### src/rtl/env_monitor_gen.sv
// env_monitor_gen: environment-monitor core for the temperature/humidity alarm panel.
// Captures a temperature sample, applies hysteresis thresholds, and converts the
// sample to four BCD digits with a bit-serial double-dabble engine. It also
// debounces the humidity contact. A warning/alarm FSM with timed escalation and
// acknowledge drives the panel LEDs.
module env_monitor_gen #(
  parameter int DW         = 7,
  parameter int DEB        = 3,
  parameter int TEMP_HI    = 35,
  parameter int TEMP_LO    = 32,
  parameter int ESC_CYCLES = 16
) (
  input  logic          clock,
  input  logic          clr,
  input  logic [DW-1:0] temp_in,
  input  logic          sample_en,
  input  logic          hu,
  input  logic          ack,
  output logic          T_flag,
  output logic          H_flag,
  output logic          warning,
  output logic          alarm,
  output logic [3:0]    status,
  output logic [15:0]   bcd,
  output logic          bcd_valid,
  output logic          busy
);

  localparam int CNT_W = $clog2(DW + 1);
  localparam int DEB_W = (DEB > 1) ? $clog2(DEB) : 1;
  localparam int ESC_W = (ESC_CYCLES > 1) ? $clog2(ESC_CYCLES) : 1;

  localparam logic [CNT_W-1:0] DW_LAST  = CNT_W'(DW);
  localparam logic [DEB_W-1:0] DEB_LAST = DEB_W'(DEB - 1);
  localparam logic [ESC_W-1:0] ESC_LAST = ESC_W'(ESC_CYCLES - 1);

  localparam logic [1:0] ST_IDLE     = 2'd0;
  localparam logic [1:0] ST_WARN     = 2'd1;
  localparam logic [1:0] ST_ALARM    = 2'd2;
  localparam logic [1:0] ST_COOLDOWN = 2'd3;

  // Converter state: shift_q doubles as the captured sample register
  logic [DW-1:0]    shift_q, shift_d;
  logic [15:0]      acc_q, acc_d;
  logic [CNT_W-1:0] cnt_q, cnt_d;
  logic             busy_q, busy_d;
  logic [15:0]      bcd_q, bcd_d;
  logic             bcd_valid_q, bcd_valid_d;
  logic             t_flag_q, t_flag_d;

  // Debounce state
  logic             h_flag_q, h_flag_d;
  logic [DEB_W-1:0] deb_cnt_q, deb_cnt_d;

  // FSM state
  logic [1:0]       state_q, state_d;
  logic [ESC_W-1:0] esc_cnt_q, esc_cnt_d;

  logic [15:0]      acc_adj;
  logic [15:0]      step_acc;
  logic [DW-1:0]    step_shift;
  logic [31:0]      temp_ext;

  assign temp_ext = 32'(temp_in);

  // One double-dabble iteration: add 3 to every digit >= 5, then shift in the next sample bit
  always_comb begin
    acc_adj = acc_q;
    for (int i = 0; i < 4; i++) begin
      if (acc_adj[4*i +: 4] >= 4'd5) begin
        acc_adj[4*i +: 4] = acc_adj[4*i +: 4] + 4'd3;
      end
    end
    step_acc   = {acc_adj[14:0], shift_q[DW-1]};
    step_shift = {shift_q[DW-2:0], 1'b0};
  end

  // Capture, hysteresis and conversion sequencing; a capture is only taken while idle
  always_comb begin
    shift_d     = shift_q;
    acc_d       = acc_q;
    cnt_d       = cnt_q;
    busy_d      = busy_q;
    bcd_d       = bcd_q;
    bcd_valid_d = 1'b0;
    t_flag_d    = t_flag_q;
    if (sample_en && !busy_q) begin
      shift_d = temp_in;
      acc_d   = 16'd0;
      cnt_d   = '0;
      busy_d  = 1'b1;
      if (temp_ext >= 32'(TEMP_HI)) begin
        t_flag_d = 1'b1;
      end else if (temp_ext < 32'(TEMP_LO)) begin
        t_flag_d = 1'b0;
      end
    end else if (busy_q) begin
      if (cnt_q == DW_LAST) begin
        bcd_d       = acc_q;
        bcd_valid_d = 1'b1;
        busy_d      = 1'b0;
      end else begin
        shift_d = step_shift;
        acc_d   = step_acc;
        cnt_d   = cnt_q + CNT_W'(1);
      end
    end
  end

  // Humidity debounce: toggle the flag after DEB consecutive cycles of disagreement
  always_comb begin
    h_flag_d  = h_flag_q;
    deb_cnt_d = '0;
    if (hu != h_flag_q) begin
      if (deb_cnt_q == DEB_LAST) begin
        h_flag_d = hu;
      end else begin
        deb_cnt_d = deb_cnt_q + DEB_W'(1);
      end
    end
  end

  // Warning/alarm FSM; the escalation counter is shared by WARN and COOLDOWN and clears on entry
  always_comb begin
    state_d   = state_q;
    esc_cnt_d = esc_cnt_q;
    case (state_q)
      ST_IDLE: begin
        esc_cnt_d = '0;
        if (t_flag_q && h_flag_q) begin
          state_d = ST_ALARM;
        end else if (t_flag_q ^ h_flag_q) begin
          state_d = ST_WARN;
        end
      end
      ST_WARN: begin
        if (t_flag_q && h_flag_q) begin
          state_d = ST_ALARM;
        end else if (!t_flag_q && !h_flag_q) begin
          state_d = ST_IDLE;
        end else if (esc_cnt_q == ESC_LAST) begin
          state_d = ST_ALARM;
        end else begin
          esc_cnt_d = esc_cnt_q + ESC_W'(1);
        end
      end
      ST_ALARM: begin
        esc_cnt_d = '0;
        if (ack && !t_flag_q && !h_flag_q) begin
          state_d = ST_COOLDOWN;
        end
      end
      ST_COOLDOWN: begin
        if (t_flag_q || h_flag_q) begin
          state_d = ST_ALARM;
        end else if (esc_cnt_q == ESC_LAST) begin
          state_d = ST_IDLE;
        end else begin
          esc_cnt_d = esc_cnt_q + ESC_W'(1);
        end
      end
      default: begin
        state_d   = ST_IDLE;
        esc_cnt_d = '0;
      end
    endcase
  end

  // State registers with synchronous clear
  always_ff @(posedge clock) begin
    if (clr) begin
      shift_q     <= '0;
      acc_q       <= 16'd0;
      cnt_q       <= '0;
      busy_q      <= 1'b0;
      bcd_q       <= 16'd0;
      bcd_valid_q <= 1'b0;
      t_flag_q    <= 1'b0;
      h_flag_q    <= 1'b0;
      deb_cnt_q   <= '0;
      state_q     <= ST_IDLE;
      esc_cnt_q   <= '0;
    end else begin
      shift_q     <= shift_d;
      acc_q       <= acc_d;
      cnt_q       <= cnt_d;
      busy_q      <= busy_d;
      bcd_q       <= bcd_d;
      bcd_valid_q <= bcd_valid_d;
      t_flag_q    <= t_flag_d;
      h_flag_q    <= h_flag_d;
      deb_cnt_q   <= deb_cnt_d;
      state_q     <= state_d;
      esc_cnt_q   <= esc_cnt_d;
    end
  end

  assign T_flag    = t_flag_q;
  assign H_flag    = h_flag_q;
  assign busy      = busy_q;
  assign bcd       = bcd_q;
  assign bcd_valid = bcd_valid_q;
  assign warning   = (state_q == ST_WARN);
  assign alarm     = (state_q == ST_ALARM);
  assign status    = {state_q == ST_COOLDOWN, state_q == ST_ALARM,
                      state_q == ST_WARN, state_q == ST_IDLE};

endmodule

### config.mk
export PLATFORM = sky130hd
export DESIGN_NAME = env_monitor_gen
export DESIGN_NICKNAME = d
export VERILOG_FILES = /design/src/rtl/env_monitor_gen.sv
export SDC_FILE = /design/constraint.sdc
export NUM_CORES = 1
export LEC_CHECK = 0
export ABC_CLOCK_PERIOD_IN_PS = 3500
export BUFFER_PORTS_ARGS = -buffer_cell sky130_fd_sc_hd__buf_2
export CORE_MARGIN = 5
export CORE_UTILIZATION = 50
export CTS_CLUSTER_SIZE = 16
export DETAILED_ROUTE_END_ITERATION = 8
export GPL_TIMING_DRIVEN = 0
export PLACE_DENSITY = 0.72
export SYNTH_ARGS = -nofsm -noshare
export SYNTH_HDL_FRONTEND = slang
export SYNTH_SLANG_ARGS = --single-unit
### constraint.sdc
create_clock -name clock -period 3.5 [get_ports clock]
set_input_delay 1.05 -clock clock [delete_from_list [all_inputs] [get_ports clock]]
set_output_delay 1.05 -clock clock [all_outputs]
set_load 0.01 [all_outputs]
**Word level (Yosys, flattened, before mapping)**

Cells that the tools add are included.

- Logic and storage cells: 94
- Output and inout port bits: 26
- Register bits after elaboration: 54

- Equal/unequal tests: 15
- Muxes and demuxes: 27
- Magnitude comparators: 6
- Bitwise gates (word level): 5
- $add $sub $neg: 7
- Reduce and logical (&&, ||, !) cells: 23

Operators by type and width:

| cell | count |
|---|---|
| $mux W4 | 7 |
| $mux W7 | 3 |
| $ge A4 B3 Y1 const B | 4 |
| $mux W2 | 8 |
| $add A4 B2 Y4 const B | 3 |
| $pmux W4 S3 | 1 |
| $ne A2 B2 Y1 const B | 4 |
| $pmux W2 S4 | 1 |
| $reduce_and A2 Y1 | 4 |
| $ge A7 B6 Y1 const B | 1 |
| $lt A7 B6 Y1 const B | 1 |
| $eq A2 B2 Y1 const B | 3 |
| $mux W1 | 6 |
| $ne A3 B1 Y1 const B | 2 |
| $reduce_and A3 Y1 | 2 |
| $reduce_or A3 Y1 | 2 |
| $logic_and A1 B1 Y1 | 5 |
| $add A4 B1 Y4 const B | 1 |
| $eq A4 B4 Y1 const B | 1 |
| $ne A4 B1 Y1 const B | 1 |
| $not A1 Y1 | 4 |
| $reduce_and A4 Y1 | 1 |
| $reduce_bool A2 Y1 | 2 |
| $reduce_or A2 Y1 | 2 |
| other kinds (12) | 14 |

**Depth between registers and ports, before layout**

- Depth in word-level cells: 5
- Mapped depth: 7
- Mapped depth without buffers: 6

**Least setup slack after synthesis**

Ideal clock, no wire load.

- Path type: register to output
- Start point: register state_q[1]
- End point: output port status[2]
- Cell stages (with the launch flop): 4
- Path slack: 1.428 ns
- Buffers on the path: 2
- Arrival: 1.022 ns
- Cells stage by stage: dfxtp_1 -> clkbuf_1 -> nor2b_1 -> buf_4

- Cells in the longest elaborated chain, start to end: 1

RTL lines:

| element | RTL line | RTL |
|---|---|---|
| start: declaration | 56 | `logic [1:0] state_q, state_d;` |
| start signal: assignment | 193 | `state_q <= state_d;` |
| $eq A2 B2 Y1 | - |  |
| end: declaration | 23 | `output logic [3:0] status,` |

No other way between the ends.

**Worst setup path after layout**

- Start point: register state_q[1]
- End point: output port status[2]

- Cells in the longest elaborated chain, start to end: 1

RTL lines:

| element | RTL line | RTL |
|---|---|---|
| $eq A2 B2 Y1 | 205 | `assign status = {state_q == ST_COOLDOWN, state_q == ST_ALARM,` |

No other way between the ends.

==> flow_summary.ini <==
[yosys]
postSynthAreaPerCell_um2 = 8.14
synth_seq_area_share_pct = 43.2
ys_top_cells_by_area = dfxtp_1, nand2_1, ha_1
synth_area_um2 = 2500
synth_cell_types = 32
ys.warnings.count = 0
synth_top_cell_area_share_pct = 43.2
synth_nets = 333
yosys.area.top_type = dfxtp_1
synth-seq-cells = 54
syn_inst = 307

[final_layout]
num_antenna_cells = 0
final_common_cell = nand2_1
mostFrequentLayoutCells = nand2_1, dfxtp_1, buf_2, a21oi_1, nor2_1
area_growth_pct = 15.2
fin_nets = 377
layout-drive-gt1-share_pct = 15.3

[clock_network]
clockBufferDepth = 2
post_cts_buffers = 0
cts_sinks = 54
insertion_delay_ns = 0.31
cts_resized = 0
numCtsBuffers = 5
holdBufCountCts = 0
cts.clk_slew.worst_paths_ns = 0.09
root_buffer = clkbuf_8
cts.htree.levels = 2
cts_tree = yes

[timing]
setup-tns-final_ns = 0
worst_pin_slew_ns = 0.518
slew_headroom_pct = 65.5
fmaxAchievable_mhz = 403
slew_violations = 0
setup_ws_ns = 1.02
fin_crit_sh_pct = 70.9
rsz0062_at_grt = false
setup_viol = 0
period_minus_slack_ns = 2.48
fin_skew_ns = 0.00697
hold_viol_final = 0

[worst_setup_path]
cp-end-kind = output port
path_class = flop to output port
crit_chain = clkbuf_1 > nor2b_1 > buf_4 > buf_2
r2r-start = cnt_q[0]
cpPeakStageDelay_ns = 0.35
cp_max_fo = 10
crit_arrival_ns = 1.43
start_kind = flop
worstPathRequired_ns = 2.45
crit_start = state_q[1]
crit_path_top_delay_cell = dfxtp_1

[power_and_ir_drop]
p_clk_share_pct = 35.5
internal-power_mw = 0.886
pwr-share-seq_pct = 54.3
pwr-share-comb_pct = 10.2
sw_frac_of_total_pct = 24.6
p_per_area_nw_per_um2 = 408
max-vdd-ir-drop_mv = 0.196
switchingPower_mw = 0.289
p_leak_nw = 1.12

[floorplanning]
row_count = 25
start_util_pct = 52.2
coreArea_um2 = 4790
dieArea_um2 = 6510
die_h_um = 80.7
io_pins = 38
fp.dieW_um = 80.7

[job]
drv_cap = 0

[min_path]
holdCritPathClass = flop to flop
hp-start = deb_cnt_q[0]

[drt]
routed_wl_um = 5540
dr.pass1.iters = 4
drc = 0
ant_nets = 0
drt_iter0_drc = 143
vias_per_cell = 5.35
wl_per_cell_um = 13.2
vias = 2243

[global_route]
grt_first_pass_wirelength_um = 9790
first_global_vias = 2133
grt_usage_pct = 19.2
antenna_found_initial = 0
grt-ovfl-total = 0
grt_max_degree = 17

[placed_design]
hpwlAfterDp_um = 4050
place_ws_ns = 1.17
routabilityCongestion = 0.826
io_buffer_count = 37

[status]
status = finished, final reports clean
[cell usage after synthesis (all sizes together)]
library cell and instances:
nor3 5, nand2 61, nor2 23, or3 2
dfxtp 54, a311oi 7, nor2b 4, o311ai 4
or3b 1, buf 9, a31oi 1, clkbuf 12
o21ai 7, ha 14, xor2 3, inv 11
nand2b 9, nor4 1, nand4 8, nand3 14
and3 1, a211oi 3, mux2i 4, or4 8
a21oi 33, and2 2, xnor2 3, o32ai 3
[per-layer routing]
layer  GRT usage (%)  wire [um]
met3            4.15        317
met2            30.4       2430
met4            7.43         81
met5               0          0
met1            25.6       2710
[worst paths after layout]
kind | cells after the start | slack [ns] | end
hold / removal | 1 | 0.44 | deb_cnt_q[0]
hold reg to reg | 1 | 0.44 | deb_cnt_q[0]
setup reg to reg | 7 | 1.61 | acc_q[7]
setup / recovery | 4 | 1.02 | status[2]
[critical path, delay by kind of cell, from the launching register on]
kind	cells	cell delay (ns)
and+or+nand+nor	1	0.21
DFF	1	0.35
buffers and inverters	3	0.55
[cell families after synthesis]
family	after synthesis	synth area share, %
and+or+nand+nor	139	26.2
AOI/OAI and AO/OA	58	14.1
buffers and inverters	32	5.76
adders and majority gates	14	7.01
muxes	4	1.60
DFF	54	43.2
xor gates and xnor gates	6	2.10
[flip-flops by register name (all words and copies together) (netlist names)]
name / flops
busy: 1
bcd_valid: 1
bcd: 16
state_q: 2
T_flag: 1
esc_cnt_q: 4
deb_cnt_q: 2
cnt_q: 3
H_flag: 1
acc_q: 16
shift_q: 7
[layout make-up]
cell class,count,area [um2]
well taps,67,83.8
clock inverters,2,37.5
inverters,11,41.3
flip-flops and latches,54,1080
plain buffers,21,103
repair buffers,37,185
multi-input cells,221,1270
clock buffers,6,72.6
fillers,457,1910
[per-stage QoR]
| stage | instances | cell area (um2) | power (mW) | hold slack, ns | util [%] |
|---|---|---|---|---|---|
| finish | 419 | 2880 | 1.18 | 0.441 | 60.2 |
| global route | 419 | 2880 | 1.23 | 0.456 | 60.2 |
| CTS | 419 | 2880 | 1.19 | 0.443 | 60.2 |
| detailed placement | 411 | 2770 | 0.772 | 0.430 | 57.9 |
| global placement | 411 | 2770 | 0.770 | 0.404 | 57.9 |
| floorplan | 307 | 2500 | 0.732 | 0.391 | - |
[power by group through the flow]
stage	Combinational [mW]	Clock, mW	Sequential, mW
2_1_floorplan	0.0811	0	0.651
3_3_place_gp	0.119	0	0.652
5_1_grt	0.135	0.455	0.640
3_5_place_dp	0.120	0	0.652
6_report	0.120	0.418	0.638
4_1_cts	0.120	0.430	0.638
Power figures use the tool's default switching activity.
